===== src/rtl/operand_fetch.sv =====
// operand_fetch: operand-fetch stage of the RISC datapath.
//
// Holds the NREG x DW general register file. A request in IDLE latches the
// two source indices and the shift code, then the single read port fetches
// A (READ_A) and B (READ_B) into the operand latches. HOLD presents them
// with valid=1 until ack. The writeback port writes in any state, and a
// write that hits the register being read in the same cycle is forwarded.
//
// Ports:
//   clk, rst_n          rising-edge clock, async active-low reset
//   start, rn, rm       fetch request and source indices (A, B)
//   shift_in            shift code travelling with B
//   ack                 downstream consumed the operand pair
//   w_en, w_num, w_data register-file write port
//   busy, valid         status: not IDLE / operand pair available
//   ain, bin, shift     operand latches and latched shift code
module operand_fetch #(
  parameter int DW   = 16,
  parameter int NREG = 8
) (
  input  logic          clk,
  input  logic          rst_n,
  input  logic          start,
  input  logic [2:0]    rn,
  input  logic [2:0]    rm,
  input  logic [1:0]    shift_in,
  input  logic          ack,
  input  logic          w_en,
  input  logic [2:0]    w_num,
  input  logic [DW-1:0] w_data,
  output logic          busy,
  output logic          valid,
  output logic [DW-1:0] ain,
  output logic [DW-1:0] bin,
  output logic [1:0]    shift
);

  typedef enum logic [1:0] {S_IDLE, S_READ_A, S_READ_B, S_HOLD} state_e;

  state_e                   state_q, state_d;
  logic [2:0]               rn_q, rn_d;
  logic [2:0]               rm_q, rm_d;
  logic [1:0]               sh_q, sh_d;
  logic [DW-1:0]            ain_q, ain_d;
  logic [DW-1:0]            bin_q, bin_d;
  logic [NREG-1:0][DW-1:0]  rf_q, rf_d;

  logic [2:0]    rd_num;
  logic [DW-1:0] rd_data;

  // Single read port: index chosen by the read phase. A same-cycle write to
  // that register wins over the stale array contents.
  always_comb begin
    rd_num  = (state_q == S_READ_A) ? rn_q : rm_q;
    rd_data = (w_en && (w_num == rd_num)) ? w_data : rf_q[rd_num];
  end

  always_comb begin
    rf_d = rf_q;
    if (w_en) rf_d[w_num] = w_data;
  end

  always_comb begin
    state_d = state_q;
    rn_d    = rn_q;
    rm_d    = rm_q;
    sh_d    = sh_q;
    ain_d   = ain_q;
    bin_d   = bin_q;
    unique case (state_q)
      S_IDLE: begin
        if (start) begin
          rn_d    = rn;
          rm_d    = rm;
          sh_d    = shift_in;
          state_d = S_READ_A;
        end
      end
      S_READ_A: begin
        ain_d   = rd_data;
        state_d = S_READ_B;
      end
      S_READ_B: begin
        bin_d   = rd_data;
        state_d = S_HOLD;
      end
      S_HOLD: begin
        // Latches are frozen here, so later writes to rn/rm do not leak in.
        if (ack) state_d = S_IDLE;
      end
      default: state_d = S_IDLE;
    endcase
  end

  always_ff @(posedge clk or negedge rst_n) begin
    if (!rst_n) begin
      state_q <= S_IDLE;
      rn_q    <= '0;
      rm_q    <= '0;
      sh_q    <= '0;
      ain_q   <= '0;
      bin_q   <= '0;
      rf_q    <= '0;
    end else begin
      state_q <= state_d;
      rn_q    <= rn_d;
      rm_q    <= rm_d;
      sh_q    <= sh_d;
      ain_q   <= ain_d;
      bin_q   <= bin_d;
      rf_q    <= rf_d;
    end
  end

  assign busy  = (state_q != S_IDLE);
  assign valid = (state_q == S_HOLD);
  assign ain   = ain_q;
  assign bin   = bin_q;
  assign shift = sh_q;

endmodule


===== config.mk =====
export PLATFORM = sky130hd
export DESIGN_NAME = operand_fetch
export DESIGN_NICKNAME = d
export VERILOG_FILES = /design/src/rtl/operand_fetch.sv
export SDC_FILE = /design/constraint.sdc
export NUM_CORES = 1
export LEC_CHECK = 0
export CORE_MARGIN = 2
export CORE_UTILIZATION = 59
export CTS_CLUSTER_DIAMETER = 150
export DETAILED_ROUTE_END_ITERATION = 16
export HOLD_SLACK_MARGIN = 0.15
export PLACE_DENSITY = 0.85
export SLEW_MARGIN = 15
export SYNTH_ARGS = -nofsm -noshare
export SYNTH_HDL_FRONTEND = slang
export SYNTH_SLANG_ARGS = --single-unit

===== constraint.sdc =====
create_clock -name clk -period 2.7 [get_ports clk]
set_clock_uncertainty 0.05 [all_clocks]
set_input_delay 0.54 -clock clk [delete_from_list [all_inputs] [get_ports clk]]
set_output_delay 0.54 -clock clk [all_outputs]
set_load 0.02 [all_outputs]

==> results by group, run 1 <==
Critical path
  • Required @ worst endpoint: 2.94 ns
  • Worst R2R Path Depth: 8
  • Crit path kind: flop to flop
  • CP startpoint kind: flop
  • Peak fanout along the critical path: 32
  • Critical path arrival: 2.81 ns
  • Crit path capture type: flop

Layout
  • Share of layout cells above drive strength 1: 10.8%
  • Diodes inserted: 0
  • Area of the multi-input gates: 4250 sq um
  • Fin area: 10,500 sq um
  • FF+latch area: 4260 sq um
  • Final-stage net count: 920
  • Layout area overhead: 18.9%
  • Filler cells: 1,005

Floorplanning
  • Cell Rows: 44
  • Io pins: 68
  • Die X: 126 um
  • Die Y: 126 um
  • DIE AREA: 15,900 sq um
  • Core Area: 14,500 sq um
  • Starting Density: 60.5%

Min path
  • WHS Path Cells: 1
  • Hold Path Class: flop to flop

Power and ir drop
  • VDD IR-drop max: 0.000743 V
  • Sw Pwr: 5510 uW
  • Register share of total power: 29.4%
  • Int Pwr: 7640 uW
  • Power Dens Cells: 1260 nW/um^2
  • Clock power share: 20.3%
  • Logic gate share of total power: 50.3%
  • Sw Share: 41.9%
  • Leakage: 0.00426 uW

STA
  • RSZ-0062 raised after global routing: false
  • Fin Setup TNS: 0 ns
  • Final period util: 95.2%
  • Worst-margin pin slew: 0.681 ns
  • Relative slew slack: 54.6%
  • Final setup fails: 0
  • Crit path time final: 2.57 ns
  • Fmax: 389 MHz
  • Final Hold Fails: 0
  • Final slew viol count: 0

GRT
  • Grt total ovfl: 0
  • GRT Resource Usage Total: 31.2%
  • Vias in the first global route: 7,365
  • Largest net degree at the start of global routing: 63
  • First-pass GRT wire length: 38,700 um
  • Initial antenna violation count: 0

Route
  • Pre-antenna DRT Iters: 5
  • WL per Instance: 22.6 um
  • Antenna Nets Post-Route: 0
  • Via count: 7,170
  • Initial DRC count: 867
  • Routed WL: 24,400 um
  • DRC viols: 0
  • Drt via density: 6.64

Outcome
  • Status: finished, final reports clean

Clock tree
  • Clock root buffer: clkbuf_16
  • Inserted Clock Buffers: 17
  • CTS tree: built
  • Worst-path clk slew: 0.07 ns
  • Setup repair bufs after CTS: 0
  • Clk_lat worst skew: 0.43 ns
  • Clock buffer depth: 2
  • Clock sinks: 170
  • CTS HTree Levels: 4

Yosys
  • Synth Register Bits: 170
  • Ys flop type: dfrtp_1
  • Mapped Nets: 879
  • Synth top area cells: dfrtp_1 48%, mux2_1 16%, nand2b_1 6.8%
  • Average size of a mapped cell: 10.5 sq um
  • Number of synthesized flops with an enable pin: 0
  • Synthesis Warnings: 0
  • Register area share after synthesis: 48.3%
  • Synth Instances: 842
  • Yosys cell types: 32
  • Synth area leader: dfrtp_1
  • Synth top cells by count: 170 x dfrtp_1, 122 x mux2_1, 96 x nand2b_1
  • Most frequent cell after synthesis: dfrtp_1
  • Mapped cell area: 8800 sq um
  • Share of the synthesized area in the top cell type: 48.3%
  • Async SR Flop Fraction: 100%

Place
  • Final GP Congestion: 0.821
  • Hpwl dp: 13,900 um
  • PortBufs: 67
  • Area post-placement: 9790 sq um

Flow run
  • Maxcap violations: 0
[placed cells by master, fill, tap and decap left out, drive strengths merged, types with 5 or more instances in the layout]
cell           count
dfrtp            170
mux2             139
nand2b            96
nor2              91
clkdlybuf4s50     66
a21oi             49
buf               35
o21ai             34
o22ai             32
a31oi             32
a22oi             30
o221ai            30
nand2             25
clkbuf            21
inv                5
clkinv             5
ha                 5
[worst max-delay path, cell delays in order, from the launching register on]
cell,delay [ns]
dfrtp_1,0.42
inv_1,0.15
ha_4,0.25
mux2i_4,0.26
xnor2_1,0.13
or4b_1,0.54
buf_4,0.29
o22ai_1,0.25
a31oi_1,0.09
[cells by family after synthesis]
logic type | after synthesis | synth area share, %
muxes | 142 | 18.4
buffers and inverters | 84 | 3.75
xor gates and xnor gates | 3 | 0.299
and+or+nand+nor | 227 | 13.3
AOI/OAI and AO/OA | 211 | 15.2
DFF | 170 | 48.3
adders and majority gates | 5 | 0.711
[layer usage]
| metal | GRT usage [%] | wire length [um] | up-vias |
|---|---|---|---|
| met3 | 6.75 | 2050 | 59 |
| li1 | - | - | 3104 |
| met1 | 42.2 | 10000 | 3626 |
| met4 | 13.8 | 694 | 0 |
| met5 | 0 | 0 | - |
| met2 | 48.9 | 11600 | 381 |
[path summary, 6_finish.rpt]
kind	startpoint	to	slack (ns)
worst max-delay path	state_q[1]	ain[2]	0.13
max in group asynchronous	rst_n	ain[7]	1.27
worst min-delay path	rf_q[19]	rf_q[19]	0.44
worst min register to register	rf_q[19]	rf_q[19]	0.44
min in group asynchronous	rst_n	rf_q[17]	0.60
worst max register to register	state_q[1]	ain[2]	0.13
[stage by stage]
stage	hold slack [ns]	instances	util, %	setup slack, ns	total power, uW
finish	0.439	1080	72.0	0.131	13200
floorplan	0.194	842	-	0.255	8020
CTS	0.441	1080	71.9	0.0968	13000
detailed placement	0.425	1047	67.4	0.147	10200
global route	0.452	1080	72.0	0.0543	13800
global placement	0.418	1047	67.4	0.191	10000
[registers in the layout (all words and copies together) (netlist names)]
signal / count
ain: 16
bin: 16
rf_q: 128
rm_q: 3
rn_q: 3
shift: 2
state_q: 2
[power by group through the flow]
stage | registers (uW) | clock network [uW] | logic (uW)
floorplan | 4040 | 0 | 3990
global placement | 3830 | 0 | 6200
detailed placement | 3860 | 0 | 6390
CTS | 3840 | 2690 | 6490
global route | 3940 | 2800 | 7060
finish | 3870 | 2670 | 6620
[repair_timing]
item | CTS | global route
setup endpoints to repair | 0 | 13
hold buffers | 1 | 0
gates resized for setup | 0 | 2
endpoints found under the hold margin | 54 | 0
[final cells by class]
cell class,instances,area share (%)
clock inverter,11,1.58
sequential,170,40.7
multi-input combinational,588,40.6
timing repair buffer,102,10.2
inverter,4,0.144
clock buffer,21,4.59
tap,184,2.20
Power figures use the tool's default switching activity.
==> run 2: changes to the inputs <==
--- a/config.mk
+++ b/config.mk
@@ -7,10 +7,9 @@
 export LEC_CHECK = 0
 export CORE_MARGIN = 2
 export CORE_UTILIZATION = 59
-export CTS_CLUSTER_DIAMETER = 150
 export DETAILED_ROUTE_END_ITERATION = 16
 export HOLD_SLACK_MARGIN = 0.15
-export PLACE_DENSITY = 0.85
+export PLACE_DENSITY_LB_ADDON = 0.2
 export SLEW_MARGIN = 15
 export SYNTH_ARGS = -nofsm -noshare
 export SYNTH_HDL_FRONTEND = slang
==> results by group, run 2 (same netlist as run 1, synthesis figures left out) <==
Outcome
  • Status: finished, final reports clean (unchanged)

GRT
  • Vias in the first global route: 7,542 (was 7,365)
  • Grt total ovfl: 0 (unchanged)
  • First-pass GRT wire length: 39,800 um (was 38,700 um)
  • Largest net degree at the start of global routing: 58 (was 63)
  • Initial antenna violation count: 0 (unchanged)
  • GRT Resource Usage Total: 32.2% (was 31.2%)

Floorplanning
  • Cell Rows: 44 (unchanged)
  • Core Area: 14,500 sq um (unchanged)
  • Io pins: 68 (unchanged)
  • Starting Density: 60.5% (unchanged)
  • DIE AREA: 15,900 sq um (unchanged)
  • Die Y: 126 um (unchanged)
  • Die X: 126 um (unchanged)

STA
  • Crit path time final: 2.52 ns (was 2.57 ns)
  • Fmax: 397 MHz (was 389 MHz)
  • Final setup fails: 0 (unchanged)
  • Final slew viol count: 0 (unchanged)
  • Fin Setup TNS: 0 ns (unchanged)
  • Final Hold Fails: 0 (unchanged)
  • Final period util: 93.3% (was 95.2%)
  • Relative slew slack: 62.5% (was 54.6%)
  • RSZ-0062 raised after global routing: false (unchanged)
  • Worst-margin pin slew: 0.562 ns (was 0.681 ns)
  • Setup ws final: 0.181 ns (was 0.131 ns)

Critical path
  • Slowest Stage Delay on Critical Path: 0.42 ns (was 0.54 ns)
  • CP Cell Sequence: inv_1 > ha_4 > buf_6 > and2_1 > buf_12 > a22oi_1 > o221ai_1 > a21oi_1 > a31oi_1 (was inv_1 > ha_4 > mux2i_4 > xnor2_1 > or4b_1 > buf_4 > o22ai_1 > a31oi_1)
  • CP startpoint kind: flop (unchanged)
  • Crit path capture type: flop (unchanged)
  • Reg-to-reg slack, setup: 0.18 ns (was 0.13 ns)
  • Crit path kind: flop to flop (unchanged)
  • Crit-path slowest cell: dfrtp_1 (was or4b_1)
  • Required @ worst endpoint: 3.00 ns (was 2.94 ns)
  • Critical path arrival: 2.82 ns (was 2.81 ns)
  • Peak fanout along the critical path: 52 (was 32)

Min path
  • Hold Path Class: flop to flop (unchanged)

Route
  • Via count: 7,180 (was 7,170)
  • Routed WL: 24,800 um (was 24,400 um)
  • Antenna Nets Post-Route: 0 (unchanged)
  • DRC viols: 0 (unchanged)
  • Initial DRC count: 707 (was 867)
  • WL per Instance: 23.0 um (was 22.6 um)
  • Drt via density: 6.65 (was 6.64)
  • Pre-antenna DRT Iters: 5 (unchanged)

Layout
  • Most frequent cells in the layout: 168 x dfrtp_1, 122 x mux2_1, 96 x nand2b_1 (unchanged)
  • Filler cells: 1,025 (was 1,005)
  • Max FFs per register: 128 (unchanged)
  • Largest reg by FF count: rf_q (unchanged)
  • Fin area: 10,500 sq um (about the same)
  • Final-stage net count: 920 (unchanged)
  • Layout area overhead: 18.8% (was 18.9%)
  • Commonest non-fill, non-tap cell in the layout: dfrtp_1 (unchanged)
  • Diodes inserted: 0 (unchanged)
  • Share of layout cells above drive strength 1: 10.6% (was 10.8%)

Power and ir drop
  • VDD IR-drop max: 0.000688 V (was 0.000743 V)
  • Power Dens Cells: 1250 nW/um^2 (was 1260 nW/um^2)
  • Leakage: 0.00425 uW (was 0.00426 uW)
  • Pwr Total: 13,100 uW (was 13,200 uW)

Place
  • Post-Place Setup Slack: 0.0521 ns (was 0.147 ns)
  • PortBufs: 67 (unchanged)
  • Final GP Congestion: 0.858 (was 0.821)
  • Hpwl dp: 14,900 um (was 13,900 um)
  • Area post-placement: 9800 sq um (was 9790 sq um)

Clock tree
  • Inserted Clock Buffers: 17 (unchanged)
  • CTS tree: built (unchanged)
  • CTS HTree Levels: 4 (unchanged)
  • Worst-path clk slew: 0.07 ns (about the same)
  • Clock root buffer: clkbuf_16 (unchanged)
  • Setup repair bufs after CTS: 0 (unchanged)
  • Clock sinks: 170 (unchanged)
  • Clk_lat worst skew: 0.43 ns (about the same)
  • Clock buffer depth: 2 (unchanged)

Flow run
  • Maxcap violations: 0 (unchanged)
-- run 2: per-stage QoR --
step	hold slack, ns	util [%]	std cells
after floorplan	0.194	-	842
after global placement	0.418	67.4	1047
after detailed placement	0.428	67.4	1047
after CTS	0.439	71.8	1080
after global routing	0.446	71.9	1080
final	0.440	71.9	1080
-- run 2: what timing repair did --
item	in CTS	in global routing
gates cloned	0	0
gates resized for setup	1	1
hold buffers	1	0
endpoints found under the setup margin	2	12
pin swaps	0	0
endpoints found under the hold margin	54	0
-- run 2: layout make-up --
class | instances | area, sq um | area share [%]
clock inverters | 12 | 170 | 1.63
multi-input cells | 588 | 4240 | 40.6
flip-flops and latches | 170 | 4260 | 40.7
inverters | 4 | 15.0 | 0.144
clock buffers | 20 | 457 | 4.37
well taps | 184 | 230 | 2.20
repair buffers | 102 | 1080 | 10.3
-- run 2: path summary, 6_finish.rpt --
kind | from | to | cells past startpoint
max in group asynchronous | rst_n | bin[7] | 3
worst max register to register | state_q[1] | bin[0] | 9
worst max-delay path | state_q[1] | bin[0] | 9
min in group asynchronous | rst_n | ain[4] | 2
worst min-delay path | rf_q[33] | rf_q[33] | 1
worst min register to register | rf_q[33] | rf_q[33] | 1
-- run 2: routing by layer --
| metal | vias up | wire, um | track usage [%] |
|---|---|---|---|
| met5 | - | 0 | 0 |
| met4 | 0 | 702 | 13.0 |
| met3 | 68 | 1960 | 7.60 |
| met2 | 382 | 12100 | 52.5 |
| met1 | 3634 | 10100 | 41.8 |
| li1 | 3096 | - | - |
-- run 2: critical path, delay by kind of cell, from the launching register on --
kind            cells  cell delay, ns
buf+inv             3            0.74
fa+ha+maj           1            0.25
simple gates        1            0.26
compound gates      4            0.70
flops               1            0.42
-- run 2: report_power, final --
part,internal [uW],total [uW],switching (uW)
Sequential,3330,3890,563
Combinational,2720,6600,3870
Clock,1590,2610,1010
